--- src/rtl/lif_neuron_array.sv ---
// Time-multiplexed array of leaky integrate-and-fire neurons with one shared saturating update path.
// One neuron is updated per enabled clock in round-robin order; results are registered.
module lif_neuron_array #(
    parameter int N_NEURONS = 4,
    parameter int W         = 16,
    parameter int VTH       = 3277,
    parameter int DV        = 6,
    parameter int DU        = 6,
    parameter int V_RESET   = 0,
    parameter int REFRAC    = 2
) (
    input  logic                       clk,
    input  logic                       reset,
    input  logic                       enable,
    input  logic [N_NEURONS*W-1:0]     I_app,
    input  logic [W-1:0]               I_fb,
    output logic                       out_valid,
    output logic [$clog2(N_NEURONS)-1:0] out_idx,
    output logic [W-1:0]               V_mem,
    output logic [W-1:0]               U_leak,
    output logic                       spike,
    output logic                       sweep_done,
    output logic [N_NEURONS-1:0]       spike_vec
);

    localparam int IW = $clog2(N_NEURONS);
    localparam int EW = W + 2;
    localparam int RW = (REFRAC > 0) ? $clog2(REFRAC + 1) : 1;

    localparam logic signed [W-1:0]  MAX_W    = {1'b0, {(W-1){1'b1}}};
    localparam logic signed [W-1:0]  MIN_W    = {1'b1, {(W-1){1'b0}}};
    localparam logic signed [EW-1:0] EXT_MAX  = EW'({1'b0, {(W-1){1'b1}}});
    localparam logic signed [EW-1:0] EXT_MIN  = {{(EW-W+1){1'b1}}, {(W-1){1'b0}}};
    localparam logic signed [W-1:0]  L_VTH    = VTH[W-1:0];
    localparam logic signed [W-1:0]  L_VRESET = V_RESET[W-1:0];
    localparam logic [RW-1:0]        L_REFRAC = RW'(REFRAC);
    localparam logic [IW-1:0]        LAST_IDX = IW'(N_NEURONS - 1);

    function automatic logic signed [EW-1:0] sext(input logic signed [W-1:0] a);
        return {{(EW-W){a[W-1]}}, a};
    endfunction

    function automatic logic signed [W-1:0] sat(input logic signed [EW-1:0] x);
        if (x > EXT_MAX) begin
            return MAX_W;
        end else if (x < EXT_MIN) begin
            return MIN_W;
        end
        return x[W-1:0];
    endfunction

    logic signed [W-1:0]  r_v    [N_NEURONS];
    logic signed [W-1:0]  r_u    [N_NEURONS];
    logic [RW-1:0]        r_rcnt [N_NEURONS];
    logic [IW-1:0]        r_idx;
    logic [N_NEURONS-1:0] r_acc;

    logic                 r_out_valid;
    logic [IW-1:0]        r_out_idx;
    logic signed [W-1:0]  r_v_mem;
    logic signed [W-1:0]  r_u_leak;
    logic                 r_spike;
    logic                 r_sweep_done;
    logic [N_NEURONS-1:0] r_spike_vec;

    logic signed [W-1:0]  w_u;
    logic signed [W-1:0]  w_v;
    logic signed [W-1:0]  w_iapp;
    logic signed [W-1:0]  w_ifb;
    logic signed [W-1:0]  w_un;
    logic signed [W-1:0]  w_vc;
    logic signed [W-1:0]  w_v_new;
    logic [RW-1:0]        w_rcnt;
    logic [RW-1:0]        w_rcnt_new;
    logic                 w_refrac;
    logic                 w_fire;
    logic                 w_last;
    logic [N_NEURONS-1:0] w_spike_bit;
    logic [N_NEURONS-1:0] w_acc_next;

    always_comb begin
        w_u         = r_u[r_idx];
        w_v         = r_v[r_idx];
        w_rcnt      = r_rcnt[r_idx];
        w_iapp      = I_app[r_idx*W +: W];
        w_ifb       = I_fb;
        // Sums are formed two bits wider than the state so saturation sees the true value.
        w_un        = sat(sext(w_u) - sext(w_u >>> DU) + sext(w_iapp) + sext(w_ifb));
        w_vc        = sat(sext(w_v) - sext(w_v >>> DV) + sext(w_un));
        w_refrac    = (w_rcnt != '0);
        w_fire      = !w_refrac && (w_vc >= L_VTH);
        w_v_new     = (w_refrac || w_fire) ? L_VRESET : w_vc;
        w_rcnt_new  = w_rcnt;
        if (w_refrac) begin
            w_rcnt_new = w_rcnt - RW'(1);
        end else if (w_fire) begin
            w_rcnt_new = L_REFRAC;
        end
        w_last      = (r_idx == LAST_IDX);
        w_spike_bit = '0;
        w_spike_bit[r_idx] = w_fire;
        w_acc_next  = r_acc | w_spike_bit;
    end

    always_ff @(posedge clk) begin
        if (!reset) begin
            for (int k = 0; k < N_NEURONS; k++) begin
                r_v[k]    <= '0;
                r_u[k]    <= '0;
                r_rcnt[k] <= '0;
            end
            r_idx        <= '0;
            r_acc        <= '0;
            r_out_valid  <= 1'b0;
            r_out_idx    <= '0;
            r_v_mem      <= '0;
            r_u_leak     <= '0;
            r_spike      <= 1'b0;
            r_sweep_done <= 1'b0;
            r_spike_vec  <= '0;
        end else if (enable) begin
            r_v[r_idx]    <= w_v_new;
            r_u[r_idx]    <= w_un;
            r_rcnt[r_idx] <= w_rcnt_new;
            r_idx         <= w_last ? '0 : r_idx + IW'(1);
            r_out_valid   <= 1'b1;
            r_out_idx     <= r_idx;
            r_v_mem       <= w_v_new;
            r_u_leak      <= w_un;
            r_spike       <= w_fire;
            r_sweep_done  <= w_last;
            if (w_last) begin
                r_spike_vec <= w_acc_next;
                r_acc       <= '0;
            end else begin
                r_acc       <= w_acc_next;
            end
        end else begin
            r_out_valid  <= 1'b0;
            r_spike      <= 1'b0;
            r_sweep_done <= 1'b0;
        end
    end

    assign out_valid  = r_out_valid;
    assign out_idx    = r_out_idx;
    assign V_mem      = r_v_mem;
    assign U_leak     = r_u_leak;
    assign spike      = r_spike;
    assign sweep_done = r_sweep_done;
    assign spike_vec  = r_spike_vec;

endmodule

--- config.mk ---
export PLATFORM = sky130hd
export DESIGN_NAME = lif_neuron_array
export DESIGN_NICKNAME = d
export VERILOG_FILES = /design/src/rtl/lif_neuron_array.sv
export SDC_FILE = /design/constraint.sdc
export NUM_CORES = 1
export LEC_CHECK = 0
export BUFFER_PORTS_ARGS = -buffer_cell sky130_fd_sc_hd__buf_2
export CAP_MARGIN = 20
export CORE_MARGIN = 2
export CORE_UTILIZATION = 60
export CTS_CLUSTER_DIAMETER = 60
export DETAILED_ROUTE_END_ITERATION = 7
export PLACE_DENSITY = 0.81
export SYNTH_ARGS = -nofsm -noshare
export SYNTH_HDL_FRONTEND = slang
export SYNTH_SLANG_ARGS = --single-unit
--- constraint.sdc ---
create_clock -name clk -period 10.9 [get_ports clk]
set_input_delay 2.18 -clock clk [delete_from_list [all_inputs] [get_ports clk]]
set_output_delay 2.18 -clock clk [all_outputs]
set_load 0.05 [all_outputs]
# Word level (Yosys, flattened, before mapping)

Memories as Yosys holds them, arrays and structs flattened. A register that Yosys moved wholly into a read port is not among the register bits.
Index checks and enable logic that the tools add are counted.

Add/subtract/negate cells: 7
Magnitude comparators: 7
Reduce and logical (&&, ||, !) cells: 10
Equality and inequality tests: 1
Bitwise operators: 2
Shift-type cells: 1
Muxes and demuxes: 36

Operators with widths:

| cell                   | count |
|---|---|
| $mux W16               | 9 |
| $shiftx A64 B7 Y16     | 1 |
| $add A17 B16 Y18       | 2 |
| $gt A18 B16 Y1 const B | 2 |
| $lt A18 B16 Y1 const B | 2 |
| $sub A16 B10 Y17       | 2 |
| $reduce_or A16 Y1      | 2 |
| $mux W2                | 13 |
| $add A18 B16 Y18       | 1 |
| $ge A16 B13 Y1 const B | 1 |
| $mux W1                | 12 |
| $and A4 B4 Y4          | 1 |
| $mux W4                | 1 |
| $or A4 B4 Y4           | 1 |
| $reduce_and A2 Y1      | 2 |
| $lt A2 B3 Y1 const B   | 1 |
| $add A2 B1 Y2 const B  | 1 |
| $demux W1 S2           | 1 |
| $eq A2 B2 Y1 const B   | 1 |
| $ge A2 B1 Y1 const B   | 1 |
| $logic_and A1 B1 Y1    | 2 |
| $reduce_bool A2 Y1     | 1 |
| $reduce_or A2 Y1       | 1 |
| $sub A2 B1 Y2 const B  | 1 |
| other kinds (2)        | 2 |

Bits of input ports: 83
Memories kept: 3
Register bits after elaboration: 47
Output and inout bits: 41
Logic and storage cells: 76
RAM bits: 136

Memories:

| memory | depth | bits a word | rd ports | clocked after Yosys merged registers in | write ports | RTL line | text |
|---|---|---|---|---|---|---|---|
| r_u    | 4     | 16          | 1        | 1                                       | 4           | 53       | `logic signed [W-1:0] r_u [N_NEURONS];` |
| r_v    | 4     | 16          | 1        | 1                                       | 4           | 52       | `logic signed [W-1:0] r_v [N_NEURONS];` |
| r_rcnt | 4     | 2           | 1        | 1                                       | 4           | 54       | `logic [RW-1:0] r_rcnt [N_NEURONS];` |

# Logic depth before layout (Yosys ltp)

Depth after elaboration: 17
Mapped depth: 34

# Least setup slack after synthesis

Ideal clock, no wire load.

Path type: input-to-reg
Start point: input port I_fb[3]
End point: memory r_v[0][2] (data pin)
Data required time: 10.724 ns
Stages on the path: 27
Library setup time: 0.176 ns
Path buffers: 4
Slack: 2.308 ns
Arrival: 8.416 ns
Cell sequence: fa_1 inv_1 fa_1 inv_1 ha_1 nor2b_1 o31a_1 o311ai_2 o21ai_1 and3_1 o311ai_4 clkbuf_1 a21oi_1 fa_1 inv_1 ha_1 buf_4 a21oi_4 o21ai_2 a41oi_2 nand2_1 o311ai_2 o221ai_2 o31a_1 buf_6 buf_6 nor4_1

RTL lines:

| what               | RTL line | text |
|---|---|---|
| start: declaration | 16       | `input logic [W-1:0] I_fb,` |
| end: declaration   | 52       |  |

==> impl_metrics.tcl <==
set metrics [dict create \
    seq_area_um2 5070 \
    place.detailed.hpwl_mm 19.0 \
    grt_overflow 0 \
    setup_tns_ns 0 \
    critPathLaunchType "primary input" \
    syn_nets 1171 \
    coreArea_um2 18500 \
    wirelength_mm 27.1 \
    crit_required_ns 11.12 \
    cts_root_buffer "clkbuf_16" \
    synthCells 1001 \
    vias 8330 \
    synth-async-reset-ratio_pct 0 \
    syn_area_per_cell_um2 11.2 \
    die_x_um 141 \
    clockBufferDepth 2 \
    antenna_found_initial 0 \
    initial_core_util_pct 60.6 \
    grt_pass1_wl_mm 43.4 \
    endpoint_kind "flip-flop" \
    ys_ff_latch 185 \
    gp_congestion 0.905 \
    nets 1272 \
    fp-row-count 50 \
    finalCritPeriodShare_pct 86.9 \
    post-cts-setup-buffers 0 \
    min_path_type "flip-flop to flip-flop" \
    rsz0062_at_grt "false" \
    skew_ns 0.0104 \
    synth_edf_count 136 \
    final_hold_viol_count 0 \
    layout_min_cycle_time_ns 9.47 \
    routed_via_density 6.17 \
    cts_tree "built" \
    cpMostUsedCell "inv_1" \
    crit_type "primary input to flip-flop" \
    cts_buffers 17 \
    dr.pass1.iters 5 \
    fp.dieArea_um2 19800 \
    post-route-util_pct 68.5 \
    r2r_slack_ns 1.83 \
    critPathMaxStageDelay_ns 0.76 \
    area_growth_pct 12.9 \
    grt_max_degree 65 \
    whs_ns 0.452 \
    drt_iter0_drc 799 \
    ctsHoldBuffers 0 \
    n_fill_cell 1343 \
    worst_path_max_delay_cell "o311ai_4" \
    outcome "finished clean" \
    die_height_um 141 \
    report.final.slew_viol_count 0 \
    first_global_vias 8498 \
    synth_area_um2 11200 \
    wire_per_inst_um 20.1 \
    drc 0 \
    cp_max_fo 57 \
    synthTopCellsByArea "edfxtp_1 36%, mux4_2 10%, dfxtp_1 8.7%" \
    port_buffers 123 \
    grt_use_total_pct 28.3 \
    diodes 0 \
    yosysWarnings 0 \
    synth_ff_type "edfxtp_1" \
    post_cts_resized 0 \
    clock_latency_ns 0.44 \
    clock-sinks 185 \
    seq_area_frac_synth_pct 45.1 \
    worst_pin_slew_ns 1.02 \
    clk_pin_slew_ns 0.07 \
    synth_cell_types 67 \
    post-synth-top-area-cell "edfxtp_1" \
    setup_viol 0 \
    multi_input_area_um2 5430 \
    synthDominantCellAreaShare_pct 36.4 \
    num_io_pins 124 \
    layout-drive-gt1-share_pct 22.2 \
    drt.antenna.violating_nets 0 \
    htree_levels 4 \
    fmax_ghz 0.106 \
    slew_headroom_pct 31.7 \
    cp.arrival_ns 9.69 \
    drv_cap 0 \
]
-- sequential cells by signal (all words and copies together), names as in the netlist, named ones only --
| name | count |
|---|---|
| out_valid | 1 |
| r_v | 64 |
| r_idx | 2 |
| r_u | 64 |
| spike | 1 |
| r_rcnt | 8 |
| sweep_done | 1 |
| r_acc | 4 |
| spike_vec | 4 |
| out_idx | 2 |
| V_mem | 16 |
| U_leak | 16 |
-- final timing paths --
kind                            startpoint         to  depth (start not counted)
worst min register to register    V_mem[2]   V_mem[2]                          2
worst max register to register   flip-flop  r_v[1][6]                         29
worst min-delay path              V_mem[2]   V_mem[2]                          2
worst max-delay path               I_fb[3]  r_v[1][6]                         28
-- final cells by class --
type,instances,share of cell area (%)
clock buffer,18,3.39
timing repair buffer,143,6.14
tap,234,2.31
clock inverter,14,1.48
multi-input combinational,624,42.8
inverter,131,3.88
sequential,185,40.0
-- critical path: cells and delay by family --
| kind | cells | cell delay (ns) |
|---|---|---|
| compound gates | 9 | 2.88 |
| fa+ha+maj | 6 | 2.26 |
| simple gates | 6 | 1.59 |
| buf+inv | 6 | 0.55 |
| xor+xnor | 1 | 0.17 |
-- cells in the mapped netlist (4+ instances only) --
master and n:
o21ai_0 40, a22oi_1 5, clkbuf_1 38, o21bai_1 4, mux4_2 50, nor2b_1 14, edfxtp_1 136, xnor2_1 18
o21a_1 7, buf_2 12, dfxtp_1 49, nor3_1 27, ha_1 41, xor2_1 7, a21oi_1 76, nor3b_1 6
inv_1 130, a21o_1 10, nand4_1 8, nor4_1 35, fa_1 46, o211ai_1 4, o31ai_1 13, nor2_1 71
and3_1 4, nand3_1 15, nand2b_1 8, buf_1 8, nand2_1 48, mux2i_1 5, a31oi_1 11
-- placed cells by master, fill, tap and decap left out, types with 7 or more instances in the layout --
cell type	synthesis	routed
o21a_1	7	7
a31oi_1	11	11
o31ai_1	13	13
xnor2_1	18	18
ha_1	41	41
nor4_1	35	35
nor3_1	27	27
buf_2	12	123
nor2_1	71	71
nand2_1	48	48
nand3_1	15	13
nand2b_1	8	8
nand4_1	8	8
fa_1	46	46
mux4_2	50	50
nor2b_1	14	14
a21o_1	10	10
xor2_1	7	7
buf_4	1	19
dfxtp_1	49	48
o21ai_0	40	40
a21oi_1	76	76
edfxtp_1	136	136
clkbuf_16	0	17
inv_1	130	130
-- per-layer routing --
layer	global-route usage, %	vias up	part of all wire (%)
met2	46.6	346	49
met4	14.5	0	4.3
li1	-	3813	-
met5	0	-	0
met1	36.3	4098	40
met3	5.10	73	6.6
-- per-stage QoR --
step           worst slack, ns  instances  cell area [um2]
5_1_grt                  0.990       1349            12700
3_5_place_dp             0.740       1316            12000
3_3_place_gp             0.901       1316            12000
2_1_floorplan             2.31       1001            11200
4_1_cts                   1.17       1348            12700
6_report                  1.43       1349            12700
-- cell families after synthesis --
logic type | Yosys count | synth area share [%]
xor+xnor | 25 | 1.95
simple gates | 251 | 11.0
mux | 56 | 10.6
flops | 185 | 45.1
compound gates | 205 | 11.9
fa+ha+maj | 87 | 12.8
buf+inv | 192 | 6.72
Power is not shown: default switching activity piles up to over one toggle a cycle in this logic, so the estimate is an artifact.
